**src/rtl/sram_fifo_ctrl.sv**
```systemverilog
// sram_fifo_ctrl
// Streaming FIFO that keeps its storage in one single-port SRAM macro.
// Words arrive on a valid/ready input stream and are written into an SRAM
// ring. Words are read back in order into a 2-entry output buffer, which
// hides the macro's one-cycle read latency from the output stream.
// Reads and writes share the single port. When both want it in the same
// cycle, the port goes to the side named by prio, and prio then flips.

module sram_fifo_ctrl #(
  parameter int WIDTH  = 32,
  parameter int DEPTH  = 512,
  parameter int ADDR_W = 9
) (
  input  logic              clk,
  input  logic              rst,
  input  logic              in_valid,
  output logic              in_ready,
  input  logic [WIDTH-1:0]  in_data,
  output logic              out_valid,
  input  logic              out_ready,
  output logic [WIDTH-1:0]  out_data,
  output logic [ADDR_W+1:0] count,
  output logic [ADDR_W-1:0] sram_a,
  output logic              sram_csb,
  output logic              sram_web,
  output logic              sram_oeb,
  output logic [WIDTH-1:0]  sram_i,
  input  logic [WIDTH-1:0]  sram_o
);

  // Which side wins the SRAM port when reads and writes collide.
  typedef enum logic {
    PRIO_READ  = 1'b0,
    PRIO_WRITE = 1'b1
  } prio_t;

  localparam logic [ADDR_W:0] MEM_FULL   = (ADDR_W+1)'(DEPTH);
  localparam int              OBUF_DEPTH = 2;

  // Ring pointers. DEPTH is a power of two, so they wrap by plain overflow.
  logic [ADDR_W-1:0] wr_ptr_reg;
  logic [ADDR_W-1:0] wr_ptr_next;
  logic [ADDR_W-1:0] rd_ptr_reg;
  logic [ADDR_W-1:0] rd_ptr_next;

  // Words resident in the SRAM and not yet read out (0..DEPTH).
  logic [ADDR_W:0]   mem_cnt_reg;
  logic [ADDR_W:0]   mem_cnt_next;

  // A read was issued last cycle, so its data is on sram_o this cycle.
  logic              rd_inflight_reg;
  logic              rd_inflight_next;

  // Output buffer. Slot 0 is always the head of the queue.
  logic [WIDTH-1:0]  obuf_reg  [OBUF_DEPTH];
  logic [WIDTH-1:0]  obuf_next [OBUF_DEPTH];
  logic [1:0]        obuf_cnt_reg;
  logic [1:0]        obuf_cnt_next;

  // Registered total occupancy: SRAM + in-flight read + output buffer.
  logic [ADDR_W+1:0] count_reg;
  logic [ADDR_W+1:0] count_next;

  prio_t             prio_reg;
  prio_t             prio_next;

  // While idle, the SRAM pins keep the values of the last access.
  logic [ADDR_W-1:0] a_hold_reg;
  logic              web_hold_reg;
  logic [WIDTH-1:0]  i_hold_reg;

  // Per-cycle request and grant terms.
  logic              rd_want;
  logic              wr_can;
  logic              both_req;
  logic              wr_grant;
  logic              rd_grant;
  logic              obuf_push;
  logic              obuf_pop;

  // Port requests and grants.
  // A read is only requested when the buffer is sure to have room for its
  // data, counting a read that is already in flight. Nothing is granted
  // while rst is high, so the macro is never touched during reset.
  always_comb begin
    rd_want  = 1'b0;
    wr_can   = 1'b0;
    both_req = 1'b0;
    in_ready = 1'b0;
    wr_grant = 1'b0;
    rd_grant = 1'b0;

    rd_want  = (mem_cnt_reg != '0) &&
               (({1'b0, obuf_cnt_reg} + {2'b00, rd_inflight_reg}) < 3'd2);
    wr_can   = (mem_cnt_reg != MEM_FULL);
    both_req = rd_want && in_valid && wr_can;

    in_ready = wr_can && !(rd_want && (prio_reg == PRIO_READ)) && !rst;
    wr_grant = in_valid && in_ready;
    rd_grant = rd_want && !wr_grant && !rst;
  end

  // Arbitration priority: next state.
  // Priority flips only after a cycle in which both sides asked for the
  // port. A grant is always made in such a cycle.
  always_comb begin
    prio_next = prio_reg;
    if (both_req && !rst) begin
      prio_next = (prio_reg == PRIO_READ) ? PRIO_WRITE : PRIO_READ;
    end
  end

  // Arbitration priority: state register.
  always_ff @(posedge clk) begin
    if (rst) begin
      prio_reg <= PRIO_READ;
    end else begin
      prio_reg <= prio_next;
    end
  end

  // SRAM pin drive.
  // A granted access drives the pins in the same cycle. The macro samples
  // them on the closing edge.
  always_comb begin
    sram_csb = 1'b1;
    sram_web = web_hold_reg;
    sram_a   = a_hold_reg;
    sram_i   = i_hold_reg;
    sram_oeb = 1'b0;

    if (wr_grant) begin
      sram_csb = 1'b0;
      sram_web = 1'b0;
      sram_a   = wr_ptr_reg;
      sram_i   = in_data;
    end else if (rd_grant) begin
      sram_csb = 1'b0;
      sram_web = 1'b1;
      sram_a   = rd_ptr_reg;
    end
  end

  // Capture the pin values so that idle cycles keep them stable.
  always_ff @(posedge clk) begin
    if (rst) begin
      a_hold_reg   <= '0;
      web_hold_reg <= 1'b1;
      i_hold_reg   <= '0;
    end else begin
      a_hold_reg   <= sram_a;
      web_hold_reg <= sram_web;
      i_hold_reg   <= sram_i;
    end
  end

  // Pointer, SRAM occupancy and in-flight tracking: next state.
  // A read and a write never happen in the same cycle, so mem_cnt moves by
  // at most one.
  always_comb begin
    wr_ptr_next      = wr_ptr_reg;
    rd_ptr_next      = rd_ptr_reg;
    mem_cnt_next     = mem_cnt_reg;
    rd_inflight_next = rd_grant;

    if (wr_grant) begin
      wr_ptr_next  = wr_ptr_reg + ADDR_W'(1);
      mem_cnt_next = mem_cnt_reg + (ADDR_W+1)'(1);
    end else if (rd_grant) begin
      rd_ptr_next  = rd_ptr_reg + ADDR_W'(1);
      mem_cnt_next = mem_cnt_reg - (ADDR_W+1)'(1);
    end
  end

  // Output buffer: next state.
  // Read data always goes behind any word already buffered, so it can never
  // overtake one. rd_want ensures the buffer holds at most one word when
  // data returns. A pop shifts slot 1 forward into slot 0.
  always_comb begin
    obuf_push     = rd_inflight_reg;
    obuf_pop      = out_valid && out_ready;
    obuf_next     = obuf_reg;
    obuf_cnt_next = obuf_cnt_reg;

    case ({obuf_push, obuf_pop})
      2'b10: begin
        obuf_next[obuf_cnt_reg[0]] = sram_o;
        obuf_cnt_next              = obuf_cnt_reg + 2'd1;
      end
      2'b01: begin
        obuf_next[0]  = obuf_reg[1];
        obuf_cnt_next = obuf_cnt_reg - 2'd1;
      end
      2'b11: begin
        if (obuf_cnt_reg == 2'd1) begin
          obuf_next[0] = sram_o;
        end else begin
          obuf_next[0] = obuf_reg[1];
          obuf_next[1] = sram_o;
        end
      end
      default: begin
      end
    endcase
  end

  // Occupancy as it will stand after this edge, so count stays registered.
  always_comb begin
    count_next = (ADDR_W+2)'(mem_cnt_next) +
                 (ADDR_W+2)'(obuf_cnt_next) +
                 (ADDR_W+2)'(rd_inflight_next);
  end

  // Control state registers.
  // Reset discards any in-flight read and drops all buffered words.
  always_ff @(posedge clk) begin
    if (rst) begin
      wr_ptr_reg      <= '0;
      rd_ptr_reg      <= '0;
      mem_cnt_reg     <= '0;
      rd_inflight_reg <= 1'b0;
      obuf_cnt_reg    <= '0;
      count_reg       <= '0;
    end else begin
      wr_ptr_reg      <= wr_ptr_next;
      rd_ptr_reg      <= rd_ptr_next;
      mem_cnt_reg     <= mem_cnt_next;
      rd_inflight_reg <= rd_inflight_next;
      obuf_cnt_reg    <= obuf_cnt_next;
      count_reg       <= count_next;
    end
  end

  // Output buffer data. Validity comes from obuf_cnt, so the data needs no reset.
  always_ff @(posedge clk) begin
    obuf_reg <= obuf_next;
  end

  assign out_valid = (obuf_cnt_reg != 2'd0);
  assign out_data  = obuf_reg[0];
  assign count     = count_reg;

endmodule

```
**config.mk**
```make
export PLATFORM = sky130hd
export DESIGN_NAME = sram_fifo_ctrl
export DESIGN_NICKNAME = d
export VERILOG_FILES = /design/src/rtl/sram_fifo_ctrl.sv
export SDC_FILE = /design/constraint.sdc
export NUM_CORES = 1
export LEC_CHECK = 0
export ABC_AREA = 0
export BUFFER_PORTS_ARGS = -buffer_cell sky130_fd_sc_hd__clkbuf_2
export CAP_MARGIN = 20
export CORE_MARGIN = 3
export CORE_UTILIZATION = 50
export CTS_BUF_LIST = sky130_fd_sc_hd__clkbuf_4
export DETAILED_ROUTE_END_ITERATION = 8
export PLACE_DENSITY = 0.75
export SETUP_SLACK_MARGIN = 0.4
export SYNTH_ARGS = -nofsm -noshare
export SYNTH_HDL_FRONTEND = slang
export SYNTH_SLANG_ARGS = --single-unit
```
**constraint.sdc**
```tcl
create_clock -name clk -period 3.3 [get_ports clk]
set_input_delay 0.33 -clock clk [delete_from_list [all_inputs] [get_ports clk]]
set_output_delay 0.33 -clock clk [all_outputs]
set_load 0.005 [all_outputs]
```
* Word-level counts from Yosys, hierarchy flattened *
Cells that the tools add are included.

word-level totals
  memories kept = 0
  bits in latches = 0
  bits in read-only memories = 0
  output and inout port bits = 89
  bits of input ports = 68
  register bits after elaboration = 149
  bits in writable memories = 0

operators by class
  reduce and logical (&&, ||, !) cells = 21
  shift-type cells = 0
  bitwise operators = 3
  multiply operators = 0
  muxes and demuxes = 18
  add/sub/neg operators = 9
  divide/modulo/power cells = 0
  eq/ne operators = 6
  magnitude comparators = 3

operator list
  kind                   number
  $mux 32                4
  $pmux 32 s3            1
  $bwmux 64              1
  $pmux 32 s2            1
  $demux 32 s1           1
  $mux 10                2
  $add 9x1->9 const B    2
  $mux 9                 2
  $logic_and 1x1->1      12
  $add 10x2->11          1
  $add 11x1->11          1
  $add 10x1->10 const B  1
  $ne 10x10->1 const B   1
  $reduce_bool 10->1     1
  $sub 10x1->10 const B  1
  $mux 1                 5
  $eq 2x1->1 const B     2
  $eq 2x2->1 const B     2
  $pmux 2 s2             1
  $reduce_and 2->1       2
  $reduce_bool 2->1      2
  $add 2x1->3            1
  $logic_not 1->1        3
  $lt 3x2->1 const B     1
  8 further kinds        9

* Longest topological paths before layout *
  word-level depth = 15
  mapped depth = 16

* Worst setup path before layout *
OpenSTA, ideal clock, no wires.

  path kind = reg-to-reg
  start = reg mem_cnt_reg[0]
  end = reg count_reg[6], in the netlist count[6]
  slack = -0.336 ns
  setup time = 0.123 ns
  arrival = 3.513 ns
  period minus slack after synthesis = 3.636 ns
  stages on the path, launching flop included = 15
  data required time = 3.177 ns
  path through = dfxtp_1 clkbuf_1 inv_1 ha_1 nor4b_2 a21oi_2 nor3_1 nor2_1 buf_2 xnor2_1 fa_1 fa_1 and3_4 nor3b_1 mux2_1

between the ends
  word-level cells in the longest chain between the ends = 14
  elaborated cells between the ends (all ways) = 17
  classes of those cells = 4 x add/sub; 1 x eq/ne; 2 x mux; 10 x reduce/logical

RTL lines
  element                         line  RTL
  start, declared                 47    logic [ADDR_W:0] mem_cnt_reg;
  start signal, assigned          227   mem_cnt_reg <= mem_cnt_next;
  $reduce_bool 10->1              93    rd_want = (mem_cnt_reg != '0) &&
  $logic_and 1x1->1               93
  $logic_and 1x1->1               98    in_ready = wr_can && !(rd_want && (prio_reg == PRIO_READ)) && !rst;
  $logic_not 1->1                 98
  $logic_and 1x1->1 (2 in a row)  98
  $logic_and 1x1->1               99    wr_grant = in_valid && in_ready;
  $logic_not 1->1                 100   rd_grant = rd_want && !wr_grant && !rst;
  $logic_and 1x1->1 (2 in a row)  100
  $mux 10                         169   end else if (rd_grant) begin
  $mux 10 (*)                     166   if (wr_grant) begin
  via mem_cnt_next[0]             48    logic [ADDR_W:0] mem_cnt_next;
  $add 10x2->11 (*)               209   count_next = (ADDR_W+2)'(mem_cnt_next) +
  $add 11x1->11 (*)               210   (ADDR_W+2)'(obuf_cnt_next) +
  end signal, assigned            230   count_reg <= count_next;
  end, declared                   61    logic [ADDR_W+1:0] count_reg;

The timed path passes the listed nets; every way through them passes the cells marked *.
A chain may end at the register's enable or synchronous reset.

* Final worst setup path *
  start = reg mem_cnt_reg[3]
  end = reg count_reg[6], in the netlist count[6]

Same word-level chain as after synthesis.

==> qor.json <==
{
  "postSynthAreaPerCell_um2": 10.1,
  "criticalPathCategory": "flop to flop",
  "cts_tree": "done",
  "htree_levels": 4,
  "power.static_leakage_nw": 3.86,
  "detail_route.wl_per_cell_um": 16.1,
  "timing.critical_path.required_ns": 3.76,
  "post_dp_cell_area_mm2": 0.00753,
  "worst_setup_hold_path_clk_slew_ns": 0.12,
  "synth_top_cells_by_area": "sky130_fd_sc_hd__edfxtp_1 28%, sky130_fd_sc_hd__dfxtp_1 25%, sky130_fd_sc_hd__nor2b_1 7.7%",
  "n_fill_cell": 952,
  "endpoint_kind": "flop",
  "ir_worst_vdd_mv": 0.472,
  "fin_worst_hold_slack_ns": 0.0663,
  "synth_edf_count": 64,
  "detailedPlacementHpwl_mm": 9.97,
  "gr-usage-all-layers_pct": 20.4,
  "finalCritPeriodShare_pct": 96.1,
  "crit_path_frequent_cell": "sky130_fd_sc_hd__fa_2",
  "timing.critical_path.from_type": "flop",
  "most-common-layout-cells": "142 x sky130_fd_sc_hd__clkbuf_2, 93 x sky130_fd_sc_hd__nand2_1, 83 x sky130_fd_sc_hd__nor2b_1, 81 x sky130_fd_sc_hd__dfxtp_1, 64 x sky130_fd_sc_hd__edfxtp_1",
  "grtUsageMet3_pct": 5.90,
  "hold_path.startpoint": "sram_o[6]",
  "design_power_total_w": 0.00906,
  "detail_route.vias_per_cell": 5.37,
  "grt.busiest_layer": "met2",
  "grt_antenna_before_repair": 0,
  "ys_ff_latch": 149,
  "global_route.overflow_total": 0,
  "drive_gt1_share_pct": 38.7,
  "count_of_maximum_capacitance_violations": 0,
  "synth_async_sr_flop_share_pct": 0,
  "maxClockFrequency_ghz": 0.315,
  "ctsLongestPathBuffers": 2,
  "io_pins": 157,
  "grt_setup_unrepaired": "true",
  "cts.root.buffer_cell": "sky130_fd_sc_hd__clkbuf_4",
  "place.port_buffers": 155,
  "worst_skew_pair.late_latency_ns": 0.56,
  "synth.largest_area_cell": "sky130_fd_sc_hd__edfxtp_1",
  "dr.first_iter.drc_count": 483,
  "timing.max_slew.rel_slack_pct": 59.0,
  "worst_hold_path.endpoint": "out_data[6]",
  "finalSetupViolations": 0,
  "postSynth.topFlopCell": "sky130_fd_sc_hd__dfxtp_1",
  "worstReg2RegEnd": "count[6]",
  "finalCoreUtilization_pct": 67.4,
  "tightest_slew_ns": 0.615,
  "hold-path-cell-count": 2,
  "final_net_count": 911,
  "cp.arrival_ns": 3.63,
  "gr-usage-met1_pct": 25.8,
  "min-delay-path-class": "input port to flop",
  "final_hold_viol_count": 0,
  "insertedDiodeCount": 0,
  "synth_sequential_area_ratio_pct": 53.7,
  "clock_sinks": 149,
  "cp_max_fo": 9,
  "floorplan.die_area_mm2": 0.0149,
  "skew_final_ns": 0.0236,
  "drt_first_pass_iters": 6,
  "final.min_clock_period_ns": 3.17,
  "placementRows": 41,
  "globalplace.congestion": 0.904,
  "syn2layout_area_growth_pct": 28.7,
  "yosysWarningCount": 0,
  "r2r_slack_ns": 0.13,
  "core_area_mm2": 0.0129,
  "synth.cell_area_mm2": 0.00674,
  "effective_utilization_at_floorplan_pct": 52.4,
  "slew_viol_final": 0,
  "cp_slowest_stage_delay_ns": 0.62,
  "route.detailed.drc": 0,
  "die_y_um": 122,
  "timing.critical_path.cells": "or4b_4 -> o31ai_4 -> nor3_4 -> nor2_4 -> xnor2_2 -> fa_2 -> fa_2 -> and3_4 -> nor3b_4 -> mux2_4",
  "layout_commonest_cell": "sky130_fd_sc_hd__clkbuf_2",
  "netlist.area_leader.share_pct": 28.5,
  "grt_pass1_wl_mm": 24.2,
  "design_area_mm2": 0.00868,
  "vias_in_the_first_global_route": 5142,
  "critical-path-slowest-cell": "sky130_fd_sc_hd__or4b_4",
  "run_status": "completed",
  "route.vias.total": 5450,
  "synthDistinctLibCells": 59,
  "totalNegativeSetupSlack_ns": 0,
  "drt_wl_total_mm": 16.3,
  "groute.layer.met2.usage_pct": 33.1,
  "rr_worst_depth": 10,
  "grt_max_degree": 62,
  "antenna_violating_nets_post_route": 0,
  "critical_path.reg2reg.startpoint": "mem_cnt_reg[3]",
  "synth_nets": 746,
  "post_synth_inst_count": 665,
  "power-per-cell-area_mw_per_mm2": 1040,
  "die-width_um": 122,
  "cts-buffers-inserted": 17
}
==> worst max-delay path, delay by kind of cell, from the launching register on <==
family                     cells  cell delay, ns
muxes                          1            0.30
DFF                            1            0.42
adders and majority gates      2            0.74
and+or+nand+nor                5            1.19
AOI/OAI and AO/OA              1            0.31
xor gates and xnor gates       1            0.10
==> final cells by class <==
class / instances / area (µm²) / area share [%]
repair buffers: 213 / 1440 / 16.6
clock buffers: 19 / 143 / 1.64
inverters: 10 / 40.0 / 0.461
clock inverters: 12 / 111 / 1.28
flip-flops and latches: 149 / 3630 / 41.8
well taps: 172 / 215 / 2.48
multi-input cells: 439 / 3100 / 35.7
==> report_power, final <==
group          switching [W]  leakage (nW)  internal [W]
combinational        0.00260          2.41       0.00245
sequential          0.000294          1.30       0.00263
clock               0.000632         0.150      0.000452
total                0.00353          3.86       0.00553
==> Yosys cell counts, types with 6 or more instances <==
| cell | n |
|---|---|
| sky130_fd_sc_hd__xor2_1 | 11 |
| sky130_fd_sc_hd__or3_1 | 10 |
| sky130_fd_sc_hd__xnor2_1 | 8 |
| sky130_fd_sc_hd__a22o_1 | 32 |
| sky130_fd_sc_hd__nor2b_1 | 83 |
| sky130_fd_sc_hd__inv_1 | 10 |
| sky130_fd_sc_hd__buf_4 | 33 |
| sky130_fd_sc_hd__edfxtp_1 | 64 |
| sky130_fd_sc_hd__o21ai_0 | 7 |
| sky130_fd_sc_hd__nand3_1 | 14 |
| sky130_fd_sc_hd__nor2_1 | 31 |
| sky130_fd_sc_hd__ha_1 | 11 |
| sky130_fd_sc_hd__and3_1 | 6 |
| sky130_fd_sc_hd__a22oi_1 | 8 |
| sky130_fd_sc_hd__nor3_1 | 8 |
| sky130_fd_sc_hd__nand2_1 | 127 |
| sky130_fd_sc_hd__dfxtp_1 | 85 |
| sky130_fd_sc_hd__clkbuf_1 | 24 |
| sky130_fd_sc_hd__a21oi_1 | 16 |
==> cells by family after synthesis <==
kind of cell / Yosys count / share of synthesized area [%]
simple gates: 316 / 24.2
flops: 149 / 53.7
compound gates: 84 / 9.46
buf+inv: 77 / 6.44
xor+xnor: 19 / 2.47
fa+ha+maj: 13 / 2.63
mux: 6 / 0.965
other cells: 1 / 0.0556
==> stage by stage <==
stage	std cells	worst slack, ns
2_1_floorplan	665	-0.0330
3_3_place_gp	942	0.191
3_5_place_dp	942	0.0349
4_1_cts	991	0.169
5_1_grt	1014	0.0418
6_report	1014	0.130
==> repair_timing <==
item                                    4_1_cts  5_1_grt
pin swaps                                    12       49
gates resized for setup                      38       87
setup buffers                                16       18
gates cloned                                  2        4
endpoints found under the setup margin       52       52
hold buffers                                  0        0
==> worst max path at each step <==
stage | start | to | cells past startpoint
detailed placement | mem_cnt_reg[5] | count[9] | 12
CTS | mem_cnt_reg[0] | sram_a[2] | 9
finish | mem_cnt_reg[3] | count[6] | 10
floorplan | mem_cnt_reg[0] | count[6] | 15
global placement | mem_cnt_reg[1] | count[6] | 12
global route | mem_cnt_reg[0] | count[9] | 13
==> per-layer routing <==
metal / part of all wire [%] / up-vias
met4: 2.3 / 0
met2: 49 / 217
li1: - / 2581
met5: 0 / -
met3: 6.5 / 37
met1: 42 / 2615
No activity file was read; power rests on OpenSTA's default activity.
